===== src/rtl/cpu_datapath.sv =====
// cpu_datapath: IR/PC/accumulator/register-file/ALU datapath steered by the controller FSM
// Inputs : CLK, CLB (sync active-high reset), LoadIR, IncPC, SelPC, LoadPC, LoadReg,
//          LoadAcc, SelAcc[1:0], SelALU[3:0], Instr[ADDR_W+3:0]
// Outputs: PCAddr[ADDR_W-1:0], Opcode[3:0], Z, C (combinational ALU flags), AccOut[DATA_W-1:0]
module cpu_datapath #(
    parameter int DATA_W = 8,
    parameter int ADDR_W = 4
) (
    input  logic              CLK,
    input  logic              CLB,
    input  logic              LoadIR,
    input  logic              IncPC,
    input  logic              SelPC,
    input  logic              LoadPC,
    input  logic              LoadReg,
    input  logic              LoadAcc,
    input  logic [1:0]        SelAcc,
    input  logic [3:0]        SelALU,
    input  logic [ADDR_W+3:0] Instr,
    output logic [ADDR_W-1:0] PCAddr,
    output logic [3:0]        Opcode,
    output logic              Z,
    output logic              C,
    output logic [DATA_W-1:0] AccOut
);
    localparam int NREG = 2 ** ADDR_W;
    logic [ADDR_W-1:0] pc_q, pc_d, idx;
    logic [ADDR_W+3:0] ir_q, ir_d;
    logic [DATA_W-1:0] acc_q, acc_d, rb, alu_r;
    logic [DATA_W-1:0] rf_q [NREG];
    logic [DATA_W:0]   sum, diff;
    logic              alu_c;
    // register index and immediate share the low IR field
    assign idx    = ir_q[ADDR_W-1:0];
    assign rb     = rf_q[idx];
    assign sum    = {1'b0, acc_q} + {1'b0, rb};
    // top bit of the widened difference is the unsigned borrow
    assign diff   = {1'b0, acc_q} - {1'b0, rb};
    always_comb begin
        alu_r = acc_q;
        alu_c = 1'b0;
        case (SelALU)
            4'b0001: {alu_c, alu_r} = sum;
            4'b0010: {alu_c, alu_r} = diff;
            4'b0011: alu_r = ~(acc_q | rb);
            4'b1011: {alu_c, alu_r} = {acc_q, 1'b0};
            4'b1100: {alu_r, alu_c} = {1'b0, acc_q};
            default: ;
        endcase
    end
    assign pc_d  = LoadPC ? (SelPC ? rb[ADDR_W-1:0] : idx) : IncPC ? pc_q + ADDR_W'(1) : pc_q;
    assign ir_d  = LoadIR ? Instr : ir_q;
    assign acc_d = !LoadAcc         ? acc_q :
                   SelAcc == 2'b00  ? alu_r :
                   SelAcc == 2'b10  ? rb    :
                   SelAcc == 2'b11  ? DATA_W'(idx) : acc_q;
    always_ff @(posedge CLK) begin
        if (CLB) begin
            pc_q  <= '0;
            ir_q  <= '0;
            acc_q <= '0;
            for (int i = 0; i < NREG; i++) rf_q[i] <= '0;
        end else begin
            pc_q  <= pc_d;
            ir_q  <= ir_d;
            acc_q <= acc_d;
            if (LoadReg) rf_q[idx] <= acc_q;
        end
    end
    assign PCAddr = pc_q;
    assign Opcode = ir_q[ADDR_W+3:ADDR_W];
    assign Z      = (alu_r == '0);
    assign C      = alu_c;
    assign AccOut = acc_q;
endmodule


===== config.mk =====
export PLATFORM = sky130hd
export DESIGN_NAME = cpu_datapath
export DESIGN_NICKNAME = d
export VERILOG_FILES = /design/src/rtl/cpu_datapath.sv
export SDC_FILE = /design/constraint.sdc
export NUM_CORES = 1
export LEC_CHECK = 0
export ABC_AREA = 1
export CORE_ASPECT_RATIO = 1.2
export CORE_MARGIN = 2
export CORE_UTILIZATION = 55
export CTS_BUF_LIST = sky130_fd_sc_hd__clkbuf_4 sky130_fd_sc_hd__clkbuf_8
export CTS_CLUSTER_SIZE = 8
export DETAILED_ROUTE_END_ITERATION = 10
export GPL_ROUTABILITY_DRIVEN = 0
export PLACE_DENSITY = 0.74
export SLEW_MARGIN = 20
export SYNTH_ARGS = -nofsm -noshare
export SYNTH_HDL_FRONTEND = slang
export SYNTH_SLANG_ARGS = --single-unit

===== constraint.sdc =====
create_clock -name CLK -period 5.2 [get_ports CLK]
set_input_delay 0.52 -clock CLK [delete_from_list [all_inputs] [get_ports CLK]]
set_output_delay 0.52 -clock CLK [all_outputs]
set_load 0.02 [all_outputs]

[Word-level counts from Yosys, hierarchy flattened]
Memories as Yosys holds them, arrays and structs flattened. A register that Yosys moved wholly into a read port is not among the register bits.
Index checks and enable logic that the tools add are counted.
Word-level totals
  register bits: 20
  memories: 1
  logic and storage cells: 40
  bits in writable memories: 128
Cells by class
  add/subtract/negate cells: 3
  reduce and logical (&&, ||, !) cells: 6
  mux-type cells: 18
  bitwise logic cells: 2
  equality and inequality tests: 7
Memory list
  rf_q: words 16, width 8, rd ports 1, clocked after Yosys merged registers in 1, wr ports 16, RTL line 30  | logic [DATA_W-1:0] rf_q [NREG];
Operators by type and width (count)
  8-bit one-hot mux with 5 select lines: 1
  8-bit 2-to-1 mux: 4
  4-bit 2-to-1 mux: 6
  8-bit by 8-bit adder with 9-bit output: 1
  8-bit by 8-bit subtractor with 9-bit output: 1
  4-bit by 2-bit == test with 1-bit output (second input constant): 2
  4-bit == test (second input constant): 2
  8-bit zero test: 1
  8-bit NOT: 1
  8-bit bitwise OR: 1
  8-bit OR reduction: 1
  1-bit 2-to-1 mux: 6
  4-bit by 1-bit adder with 4-bit output (second input constant): 1
  2-bit == test (second input constant): 2
  4-bit by 1-bit == test with 1-bit output (second input constant): 1
  1-bit one-hot mux with 4 select lines: 1
  3-bit nonzero test: 1
  2-bit zero test: 1
  2-bit AND reduction: 1
  2-bit nonzero test: 1

[Depth between registers and ports, before layout]
  word-level depth: 5
  gate-level depth with buffers: 22

[Worst setup path before layout]
OpenSTA, ideal clock, no wires.
  path type: register -> output
  start: register (tool-made name)
  end: output Z
  slack: 2.091 ns
  buffers on the path: 2
  data required time: 4.680 ns
  data arrival time: 2.589 ns
  stages on the path, launching flop included: 21
  cells stage by stage: dfxtp_1 > buf_6 > buf_2 > a21oi_1 > o21ai_0 > nand3_1 > nand3_1 > nand2_1 > ha_1 > inv_1 > fa_1 > inv_1 > nand4_1 > nand2_1 > nor2_1 > nand2_1 > nor2_1 > nand2_1 > nor2_2 > nand3_1 > nor2_1
RTL lines
  end: declaration: RTL line 22  | output logic Z,

==> summary.txt <==
Timing
  • Final Hold Fails: 0
  • Slew Limit Fails: 0
  • RSZ-0062 raised after global routing: no
  • Worst Tran Pin Value: 0.874 ns
  • Skew final: 0.0104 ns
  • Fin crit share: 0.947
  • Post-route setup TNS: 0 ns
  • FMAX: 0.203 GHz
  • Slew margin rel.: 0.417
  • Final setup violating endpoints: 0
  • Post-route minimum period: 4.92 ns

Clock tree
  • CTS Buffer Depth: 2
  • Worst-Skew Late Latency: 0.47 ns
  • Clock transition at the registers of the reported paths: 0.09 ns
  • Clock Sinks: 152
  • Cts repair resizes: 0
  • Setup bufs post-CTS: 0
  • CTS tree: yes
  • Root buf cell: clkbuf_8
  • Hold-fix buffers, CTS: 0
  • H-tree levels: 4
  • CTS buffer count: 17

Die
  • Core Area: 14800 um^2
  • # rows: 49
  • Die extent in y: 138 um
  • Ports: 40
  • Die area: 16000 um^2
  • Chip Width: 116 um
  • Initial Util: 0.555

Yosys
  • Synth Area in Simple Gates: 0.226
  • Syn Nets: 1016
  • Xor-xnor portion of the synthesized cell area: 0
  • Largest family of logic cells by synthesized area: simple AND/OR/NAND/NOR gates
  • Synthesized cell area: 8240 um^2
  • Post-synthesis compound-gate area fraction: 0.114
  • Synth top area share: 0.466
  • Synth top cells by count: 170 x nor2_1, 158 x nand2_1, 128 x edfxtp_1
  • Cells after Synth: 967
  • Yosys reg bits: 152
  • Synthesized area per cell: 8.52 um^2
  • Synth Area in Adders: 0.0428
  • Area leader, netlist: edfxtp_1
  • Most used DFF post-synth: edfxtp_1
  • Top-count cell post-synth: nor2_1
  • Synth area leaders: edfxtp_1 47%, nor2_1 7.7%, nand2_1 7.2%, dfxtp_1 5.8%, inv_1 5.7%
  • Netlist cell types: 33
  • Synth Warn #: 0
  • Post-synthesis mux area share: 0
  • Synth async-reset ratio: 0
  • Post-synth EDFFs: 128
  • Seq/Total Area, Yosys: 0.525

Global route
  • All-Layer GR Usage: 0.281
  • Vias in the first global route: 6611
  • Antenna violations before repair: 0
  • Grt ovf: 0
  • Pin count of the biggest net entering global routing: 80
  • First-pass GRT wire length: 33.8 mm

Routing
  • Vias: 6791
  • Vias per inst: 5.63
  • Iteration-0 DRC Markers: 764
  • DRC Markers: 0
  • Detailed Route WL: 21.5 mm
  • Final antenna-violating net count: 0
  • First-pass DRT Iterations: 7
  • Avg WL per Cell: 17.8 um

Critical path
  • Crit path kind: flop to output pin
  • Worst EP arrival: 4.40 ns
  • Crit Path Max Fanout: 79
  • Critical Path RT: 4.68 ns
  • CP endpoint kind: output pin
  • CP startpoint kind: flop

Placement
  • Post-detail-place hpwl: 14.7 mm
  • Cell count after placement: 1175
  • IO buf count: 39

Worst hold path
  • Worst hold path type: flop to flop

Layout
  • Area delta synth->final: 11.7%
  • Multi-input logic area: 3160 um^2
  • Nets: 1039
  • Final non-filler cell total: 1207
  • FF/Latch Area: 4330 um^2
  • Share of cells above drive strength 1: 0.0648
  • Fill cell count: 1355
  • Ant. Diodes: 0

Pwr
  • Pwr/cell area: 323 nW/um^2
  • Maximum vdd drop: 0.159 mV
  • LEAKAGE: 3.69 nW

Job
  • # Max-Cap Violations: 0

Outcome
  • Run status: finished, final reports clean
[metrics by stage]
| step | power [W] | hold slack (ns) | setup slack (ns) | area (um^2) | util |
|---|---|---|---|---|---|
| 2_1_floorplan | 0.00177 | 0.464 | 2.09 | 8240 | - |
| 3_3_place_gp | 0.00194 | 0.484 | 0.859 | 8750 | 0.590 |
| 3_5_place_dp | 0.00194 | 0.496 | 0.869 | 8750 | 0.590 |
| 4_1_cts | 0.00296 | 0.516 | 0.332 | 9210 | 0.621 |
| 5_1_grt | 0.00308 | 0.587 | 0.00309 | 9210 | 0.621 |
| 6_report | 0.00297 | 0.508 | 0.277 | 9210 | 0.621 |
[report_power, final]
part	internal (W)	switching, W
registers	0.00137	0.0000407
logic	0.000166	0.000350
clock network	0.000573	0.000471
[final cells by class]
type,instances,share of cell area
inverter,135,0.0553
timing repair buffer,50,0.0541
clock inverter,15,0.0243
clock buffer,17,0.0254
sequential,152,0.470
multi-input combinational,634,0.343
tap,204,0.0277
[registers in the layout, summed over array words and instances (netlist names), named ones only]
name and cells:
rf_q 128, PCAddr 4, AccOut 8, ir_q 8
[final timing paths]
path / cells past startpoint / from / to / slack, ns
worst min-delay path: 2 / ir_q[6] / ir_q[6] / 0.51
worst max register to register: 18 / flop / AccOut[2] / 1.87
worst min register to register: 2 / ir_q[6] / ir_q[6] / 0.51
worst max-delay path: 19 / flop / Z / 0.28
[critical path, cell delays in order, from the launching register on]
cell             delay (ns)
dfxtp_4                0.65
buf_12                 0.34
o211ai_1               0.16
nand3_1                0.10
nand3_1                0.11
nand2_1                0.28
ha_1                   0.23
inv_1                  0.06
fa_1                   0.50
inv_1                  0.05
nand4_1                0.08
nand2_1                0.06
nor2_1                 0.10
nand2_1                0.09
nor2_1                 0.12
nand2_1                0.08
nor2_2                 0.11
nand3_1                0.08
nor2_1                 0.12
clkdlybuf4s50_1        0.61
[cells by family after synthesis]
kind of cell	Yosys count
fa+ha+maj	27
buf+inv	181
compound gates	167
flops	152
simple gates	440
[cells in the final DEF, fill, tap and decap left out, types with 6 or more instances in the layout]
master and n:
nor2_1 170, nand2_1 158, edfxtp_1 128, inv_1 125, nand3_1 89, a21oi_1 65, o21ai_0 55, clkdlybuf4s50_1 39
o211ai_1 34, ha_1 25, dfxtp_1 22, clkbuf_8 17, buf_4 9, clkinv_1 7, nand4_1 6
[routing by layer]
layer	track usage	wire, um
met3	0.0548	1580
met4	0.128	938
met1	0.342	8050
met2	0.476	10900
met5	0	0
No activity file was read; power rests on OpenSTA's default activity.
